[src/rtl/rosc_odometer_seq_if.sv]
// Control, configuration and result bundle for the ring-oscillator odometer sequencer.
// The sequencer attaches through the slave modport; the controlling agent uses master.
interface rosc_odometer_seq_if #(
    parameter int unsigned NUM_CH   = 3,
    parameter int unsigned CNT_W    = 16,
    parameter int unsigned LEN_W    = 20,
    parameter int unsigned AC_DIV_W = 4
);
    localparam int unsigned CH_W = (NUM_CH > 1) ? $clog2(NUM_CH) : 1;

    logic                start;
    logic                abort;
    logic                ac_dc;
    logic [NUM_CH-1:0]   ch_mask;
    logic [LEN_W-1:0]    stress_len;
    logic [LEN_W-1:0]    meas_len;
    logic [AC_DIV_W-1:0] ac_half;
    logic                busy;
    logic                done;
    logic                res_valid;
    logic [CH_W-1:0]     res_ch;
    logic [CNT_W-1:0]    res_count;
    logic                res_ready;

    modport master (
        output start, abort, ac_dc, ch_mask, stress_len, meas_len, ac_half, res_ready,
        input  busy, done, res_valid, res_ch, res_count
    );

    modport slave (
        input  start, abort, ac_dc, ch_mask, stress_len, meas_len, ac_half, res_ready,
        output busy, done, res_valid, res_ch, res_count
    );
endinterface

[src/rtl/rosc_odometer_seq.sv]
// Stress/measure sequencer for a bank of ring-oscillator odometer channels: a timed DC/AC
// stress phase, then a per-channel synchronised edge count reported over valid/ready.
module rosc_odometer_seq #(
    parameter int unsigned NUM_CH   = 3,
    parameter int unsigned CNT_W    = 16,
    parameter int unsigned LEN_W    = 20,
    parameter int unsigned AC_DIV_W = 4
) (
    input  logic               clk,
    input  logic               rst,
    rosc_odometer_seq_if.slave bus,
    input  logic [NUM_CH-1:0]  rosc_in,
    output logic [NUM_CH-1:0]  en_power_rosc,
    output logic [NUM_CH-1:0]  en_rosc,
    output logic [NUM_CH-1:0]  sel,
    output logic               meas_stress,
    output logic               ac_stress_clk
);
    localparam int unsigned CH_W = (NUM_CH > 1) ? $clog2(NUM_CH) : 1;

    typedef enum logic [2:0] {StIdle, StStress, StSettle, StMeas, StReport} state_e;

    state_e              state_q, state_d;
    logic [NUM_CH-1:0]   mask_q, mask_d;
    logic [LEN_W-1:0]    stress_len_q, meas_len_q, cyc_q, cyc_d;
    logic [AC_DIV_W-1:0] ac_half_q, ac_cnt_q;
    logic                ac_mode_q, ac_q;
    logic [CH_W-1:0]     ptr_q, ptr_d, first_ch, next_ch;
    logic                has_next, done_d, start_run, meas_entry;
    logic                sync1_q, sync2_q, prev_q;
    logic [CNT_W-1:0]    cnt_q;
    logic [NUM_CH-1:0]   en_power_q, en_rosc_q, sel_q, en_power_d, en_rosc_d, sel_d, onehot;
    logic                meas_stress_q, busy_q, done_q, valid_q;

    assign start_run  = (state_q == StIdle) && bus.start && !bus.abort;
    assign mask_d     = start_run ? bus.ch_mask : mask_q;
    assign meas_entry = (state_d == StMeas) && (state_q != StMeas);

    // Lowest set mask bit, and the next set bit above the current pointer.
    always_comb begin
        first_ch = '0;
        next_ch  = '0;
        has_next = 1'b0;
        for (int i = NUM_CH - 1; i >= 0; i--) begin
            if (mask_q[i]) first_ch = CH_W'(i);
            if (mask_q[i] && (i > int'(ptr_q))) begin
                next_ch  = CH_W'(i);
                has_next = 1'b1;
            end
        end
    end

    always_comb begin
        state_d = state_q;
        done_d  = 1'b0;
        unique case (state_q)
            StIdle: begin
                if (bus.start) begin
                    if (bus.ch_mask == '0)          done_d  = 1'b1;
                    else if (bus.stress_len != '0)  state_d = StStress;
                    else                            state_d = StSettle;
                end
            end
            StStress: if (cyc_q == stress_len_q - LEN_W'(1)) state_d = StSettle;
            StSettle: if (cyc_q == LEN_W'(3)) state_d = StMeas;
            StMeas: begin
                if ((meas_len_q == '0) || (cyc_q == meas_len_q - LEN_W'(1))) state_d = StReport;
            end
            StReport: begin
                if (bus.res_ready) begin
                    if (has_next) begin
                        state_d = StMeas;
                    end else begin
                        state_d = StIdle;
                        done_d  = 1'b1;
                    end
                end
            end
            default: state_d = StIdle;
        endcase
        if (bus.abort) begin
            state_d = StIdle;
            done_d  = 1'b0;
        end
    end

    always_comb begin
        cyc_d = cyc_q;
        if (state_d != state_q) cyc_d = '0;
        else if (state_q inside {StStress, StSettle, StMeas}) cyc_d = cyc_q + LEN_W'(1);

        ptr_d = ptr_q;
        if (state_d == StIdle) ptr_d = '0;
        else if (state_q == StSettle) ptr_d = first_ch;
        else if ((state_q == StReport) && (state_d == StMeas)) ptr_d = next_ch;

        onehot     = NUM_CH'(1) << ptr_d;
        en_power_d = '0;
        en_rosc_d  = '0;
        sel_d      = '0;
        unique case (state_d)
            StStress: begin
                en_power_d = mask_d;
                en_rosc_d  = mask_d;
            end
            StSettle, StReport: en_power_d = '1;
            StMeas: begin
                en_power_d = '1;
                en_rosc_d  = onehot;
                sel_d      = onehot;
            end
            default: ;
        endcase
    end

    always_ff @(posedge clk or posedge rst) begin
        if (rst) begin
            state_q      <= StIdle;
            mask_q       <= '0;
            stress_len_q <= '0;
            meas_len_q   <= '0;
            ac_half_q    <= '0;
            ac_mode_q    <= 1'b0;
            cyc_q        <= '0;
            ptr_q        <= '0;
        end else begin
            state_q <= state_d;
            cyc_q   <= cyc_d;
            ptr_q   <= ptr_d;
            if (start_run) begin
                mask_q       <= bus.ch_mask;
                stress_len_q <= bus.stress_len;
                meas_len_q   <= bus.meas_len;
                ac_half_q    <= bus.ac_half;
                ac_mode_q    <= bus.ac_dc;
            end
        end
    end

    // Synchroniser and counter restart on every MEAS entry so a channel switch adds no edge.
    always_ff @(posedge clk or posedge rst) begin
        if (rst) begin
            sync1_q <= 1'b0;
            sync2_q <= 1'b0;
            prev_q  <= 1'b0;
            cnt_q   <= '0;
        end else if ((state_d == StIdle) || meas_entry) begin
            sync1_q <= 1'b0;
            sync2_q <= 1'b0;
            prev_q  <= 1'b0;
            cnt_q   <= '0;
        end else if (state_q == StMeas) begin
            sync1_q <= rosc_in[ptr_q];
            sync2_q <= sync1_q;
            prev_q  <= sync2_q;
            if (sync2_q && !prev_q && (cnt_q != '1)) cnt_q <= cnt_q + CNT_W'(1);
        end
    end

    always_ff @(posedge clk or posedge rst) begin
        if (rst) begin
            ac_q     <= 1'b0;
            ac_cnt_q <= '0;
        end else if ((state_d != StStress) || (state_q != StStress)) begin
            ac_q     <= 1'b0;
            ac_cnt_q <= '0;
        end else if (ac_cnt_q == ac_half_q) begin
            ac_q     <= ac_mode_q & ~ac_q;
            ac_cnt_q <= '0;
        end else begin
            ac_cnt_q <= ac_cnt_q + AC_DIV_W'(1);
        end
    end

    always_ff @(posedge clk or posedge rst) begin
        if (rst) begin
            en_power_q    <= '0;
            en_rosc_q     <= '0;
            sel_q         <= '0;
            meas_stress_q <= 1'b0;
            busy_q        <= 1'b0;
            done_q        <= 1'b0;
            valid_q       <= 1'b0;
        end else begin
            en_power_q    <= en_power_d;
            en_rosc_q     <= en_rosc_d;
            sel_q         <= sel_d;
            meas_stress_q <= state_d inside {StSettle, StMeas, StReport};
            busy_q        <= state_d != StIdle;
            done_q        <= done_d;
            valid_q       <= state_d == StReport;
        end
    end

    assign en_power_rosc = en_power_q;
    assign en_rosc       = en_rosc_q;
    assign sel           = sel_q;
    assign meas_stress   = meas_stress_q;
    assign ac_stress_clk = ac_q;
    assign bus.busy      = busy_q;
    assign bus.done      = done_q;
    assign bus.res_valid = valid_q;
    assign bus.res_ch    = ptr_q;
    assign bus.res_count = cnt_q;
endmodule

[src/flat_wrapper.sv]
// flat-port wrapper written by rule: the top's interface ports become plain ports
module rosc_odometer_seq_flat 
#(
    parameter int unsigned NUM_CH   = 3,
    parameter int unsigned CNT_W    = 16,
    parameter int unsigned LEN_W    = 20,
    parameter int unsigned AC_DIV_W = 4
)
  (clk, rst, rosc_in, en_power_rosc, en_rosc, sel, meas_stress, ac_stress_clk, bus_start, bus_abort, bus_ac_dc, bus_ch_mask, bus_stress_len, bus_meas_len, bus_ac_half, bus_res_ready, bus_busy, bus_done, bus_res_valid, bus_res_ch, bus_res_count);
  rosc_odometer_seq_if #(.NUM_CH(NUM_CH), .CNT_W(CNT_W), .LEN_W(LEN_W), .AC_DIV_W(AC_DIV_W)) bus_i ();
  input  logic clk;
  input  logic rst;
  input  logic [NUM_CH-1:0] rosc_in;
  output logic [NUM_CH-1:0] en_power_rosc;
  output logic [NUM_CH-1:0] en_rosc;
  output logic [NUM_CH-1:0] sel;
  output logic meas_stress;
  output logic ac_stress_clk;
  input wire logic [$bits(bus_i.start)-1:0] bus_start;
  input wire logic [$bits(bus_i.abort)-1:0] bus_abort;
  input wire logic [$bits(bus_i.ac_dc)-1:0] bus_ac_dc;
  input wire logic [$bits(bus_i.ch_mask)-1:0] bus_ch_mask;
  input wire logic [$bits(bus_i.stress_len)-1:0] bus_stress_len;
  input wire logic [$bits(bus_i.meas_len)-1:0] bus_meas_len;
  input wire logic [$bits(bus_i.ac_half)-1:0] bus_ac_half;
  input wire logic [$bits(bus_i.res_ready)-1:0] bus_res_ready;
  output wire logic [$bits(bus_i.busy)-1:0] bus_busy;
  output wire logic [$bits(bus_i.done)-1:0] bus_done;
  output wire logic [$bits(bus_i.res_valid)-1:0] bus_res_valid;
  output wire logic [$bits(bus_i.res_ch)-1:0] bus_res_ch;
  output wire logic [$bits(bus_i.res_count)-1:0] bus_res_count;
  assign bus_i.start = bus_start;
  assign bus_i.abort = bus_abort;
  assign bus_i.ac_dc = bus_ac_dc;
  assign bus_i.ch_mask = bus_ch_mask;
  assign bus_i.stress_len = bus_stress_len;
  assign bus_i.meas_len = bus_meas_len;
  assign bus_i.ac_half = bus_ac_half;
  assign bus_i.res_ready = bus_res_ready;
  assign bus_busy = bus_i.busy;
  assign bus_done = bus_i.done;
  assign bus_res_valid = bus_i.res_valid;
  assign bus_res_ch = bus_i.res_ch;
  assign bus_res_count = bus_i.res_count;
  rosc_odometer_seq #(.NUM_CH(NUM_CH), .CNT_W(CNT_W), .LEN_W(LEN_W), .AC_DIV_W(AC_DIV_W)) u_core (.clk(clk), .rst(rst), .bus(bus_i), .rosc_in(rosc_in), .en_power_rosc(en_power_rosc), .en_rosc(en_rosc), .sel(sel), .meas_stress(meas_stress), .ac_stress_clk(ac_stress_clk));
endmodule
[config.mk]
export PLATFORM = sky130hd
export DESIGN_NAME = rosc_odometer_seq_flat
export DESIGN_NICKNAME = d
export VERILOG_FILES = /design/src/rtl/rosc_odometer_seq_if.sv /design/src/rtl/rosc_odometer_seq.sv /design/src/flat_wrapper.sv
export SDC_FILE = /design/constraint.sdc
export NUM_CORES = 1
export LEC_CHECK = 0
export ABC_AREA = 1
export CAP_MARGIN = 30
export CORE_MARGIN = 2
export CORE_UTILIZATION = 40
export DETAILED_ROUTE_END_ITERATION = 16
export DONT_BUFFER_PORTS = 1
export GPL_TIMING_DRIVEN = 0
export PLACE_DENSITY_LB_ADDON = 0.1
export SKIP_CTS_REPAIR_TIMING = 1
export SLEW_MARGIN = 20
export SYNTH_ARGS = -nofsm -noshare
export SYNTH_HDL_FRONTEND = slang
export SYNTH_SLANG_ARGS = --single-unit
[constraint.sdc]
create_clock -name clk -period 4.45 [get_ports clk]
set_clock_uncertainty 0.2 [all_clocks]
set_input_delay 0.89 -clock clk [delete_from_list [all_inputs] [get_ports clk]]
set_output_delay 0.89 -clock clk [all_outputs]
set_load 0.03 [all_outputs]
==> results.ini <==
[global_route]
grt_pass1_wl_um = 29100
grtUsageTotal_pct = 20.1
first_global_vias = 5671
antenna_found_initial = 0
grt_overflow_total = 0
grt_max_degree = 76

[power_and_ir_drop]
leakagePower_nw = 3.60
powerDensity_mw_per_mm2 = 353
ir_worst_vdd_mv = 0.219

[sta]
relSlewSlack_pct = 48.2
finalCritPeriodShare_pct = 72.6
finalSetupViolations = 0
hold_violations = 0
slew_violations = 0
rsz0062_at_grt = no
worst_slew_pin_slew_ns = 0.771
period_needed_ns = 3.23
fin_tns_setup_ns = 0
hold_ws_ns = 0.157
max_freq_mhz = 310

[cells_and_area]
ff_latch_area_mm2 = 0.00275
fin_area_mm2 = 0.00763
utilization_pct = 44.3
drive_gt1_share_pct = 11.8
nNetsFinal = 997
diodes = 0
multi_input_area_mm2 = 0.00375
fillers = 1795
syn2layout_area_growth_pct = 8.64

[floorplan]
fp.dieH_um = 136
rows = 48
core_mm2 = 0.0172
initial_core_util_pct = 40.7
dieArea_mm2 = 0.0186
die_w_um = 136
io_pins = 88

[detailed_routing]
vias = 5742
ant_nets = 0
drt-pass1-iter-count = 5
wl_per_cell_um = 15.0
drt-total-wl_um = 17500
vias_per_cell = 4.93
drt-initial-drc-count = 322
remaining_drc_errors = 0

[flow_run]
cap_viol_max_count = 0

[clocking]
root_buffer = clkbuf_16
cts_buffer_depth = 2
cts_tree = yes
cts.htree.levels = 3
cts_buffers = 9
clk_pin_slew_ns = 0.08
cts.sink_count = 110
clock_latency_ns = 0.36

[yosys]
synth_edf_count = 0
synth_flop_cell = dfrtp_1
synth-seq-cells = 110
yosys-top-cells-area = dfrtp_1 (39%), nand2_1 (13%), nor2_1 (6.4%)
synth_area_per_cell_um2 = 7.61
synth.top_cell.area_share_pct = 39.2
synth_area_mm2 = 0.00702
synth_common_cells = nand2_1 (238), nor2_1 (119), dfrtp_1 (110)
ys_seq_area_share_pct = 39.2
synthCells = 923
async_reset_ff_share_pct = 100
yosysWarnings = 0
yosysUniqueCellTypes = 45
synth_area_leader_cell = dfrtp_1
syn_nets = 985
synth.most_common_cell = nand2_1

[placed_design]
io_buffer_count = 0
place_area_mm2 = 0.00733
place_congestion = 0.861
place_hpwl_um = 13800

[critical_path]
path_max_fanout = 10
crit_start = u_core.meas_len_q[0]
regToRegStartpoint = u_core.meas_len_q[0]
worstPathArrival_ns = 3.33
cp.required_ns = 4.55
end_kind = flip-flop
crit_type = flip-flop to flip-flop
rrSetupSlack_ns = 1.22
start_kind = flip-flop

[run_status]
status = completed

[worst_hold_path]
hold_path_class = input pin to async pin

worst paths after layout:
| check | to | cells after the start |
|---|---|---|
| worst min-delay path | u_core.bus.res_count[10] | 1 |
| worst max-delay path | u_core.cyc_q[2] | 21 |
| max in group asynchronous | u_core.stress_len_q[7] | 2 |
| min in group clk | u_core.ac_mode_q | 1 |
| worst max register to register | u_core.cyc_q[2] | 21 |
| worst min register to register | u_core.ac_mode_q | 1 |
report_power, final:
group | internal, mW | leakage, nW | switching [mW] | total (mW)
registers | 1.10 | 1.44 | 0.128 | 1.22
logic | 0.240 | 2.02 | 0.403 | 0.643
clock network | 0.405 | 0.135 | 0.417 | 0.823
total | 1.74 | 3.60 | 0.949 | 2.69
cell type report:
class	instances	area share, %
inverters	108	5.48
multi-input cells	684	49.1
plain buffers	21	1.43
flip-flops and latches	110	36.1
clock inverters	6	0.705
clock buffers	10	3.13
well taps	225	3.69
repair buffers	1	0.361
cell families (layout without fill, tap and decap cells):
group | after synthesis | after routing | synth area share (%)
adders and majority gates | 6 | 6 | 1.07
AOI/OAI and AO/OA | 60 | 60 | 5.01
and+or+nand+nor | 531 | 531 | 35.5
DFF | 110 | 110 | 39.2
buffers and inverters | 129 | 146 | 7.43
xor gates and xnor gates | 67 | 67 | 8.55
muxes | 20 | 20 | 3.21
sequential cells by signal, summed over array words and instances (netlist names), 4 cells and up:
| signal | cells |
|---|---|
| u_core.meas_len_q | 20 |
| u_core.cyc_q | 20 |
| u_core.ac_half_q | 4 |
| u_core.bus.res_count | 16 |
| u_core.stress_len_q | 20 |
| u_core.ac_cnt_q | 4 |
placed cells by master (no fill, tap or decap), drive strengths merged, types with 2 or more instances in the layout:
master,synthesis,layout
xnor2,21,21
xor2,45,45
o31ai,4,4
and2,3,3
a21oi,7,7
nand2,249,249
mux2,20,20
nand3,73,73
o211ai,2,2
ha,6,6
dfrtp,110,110
nor2,150,150
clkinvlp,0,3
nor4,10,10
buf,10,11
nand4,20,20
clkbuf,11,21
a21o,2,2
nor3,17,17
o21ai,41,41
nand3b,8,8
inv,108,110
metal layers:
layer  vias to the layer above  part of all wire [%]  global-route usage (%)
met2                        99                    45                    31.4
met1                      2660                    50                    28.6
li1                       2967                     -                       -
met4                         0                   1.2                    4.17
met5                         -                     0                       0
met3                        16                   4.2                    4.33
per-stage QoR:
stage / setup WS [ns] / cells / power [mW]
5_1_grt: 0.967 / 1165 / 2.87
4_1_cts: 1.20 / 1165 / 2.72
3_5_place_dp: 1.08 / 1149 / 1.89
2_1_floorplan: 0.458 / 923 / 1.73
6_report: 1.22 / 1165 / 2.69
3_3_place_gp: -0.928 / 1148 / 1.88
critical path, cell delays in order, from the launching register on:
cell and delay, ns:
dfrtp_1 0.45, inv_2 0.16, ha_1 0.25, nand2_2 0.16, nor2_8 0.19, nand2_1 0.07, nand2_1 0.06, nand2_1 0.04
nor2_1 0.13, nand3_1 0.10, nor2_2 0.10, nand3_2 0.10, nand2_1 0.08, nand2_1 0.06, nand2_1 0.11, nand2_2 0.08
xor2_1 0.17, o21ai_2 0.09, nor2_4 0.23, inv_6 0.08, buf_12 0.17, nor2_4 0.07
Note: power is estimated with default switching activity, not from simulation.
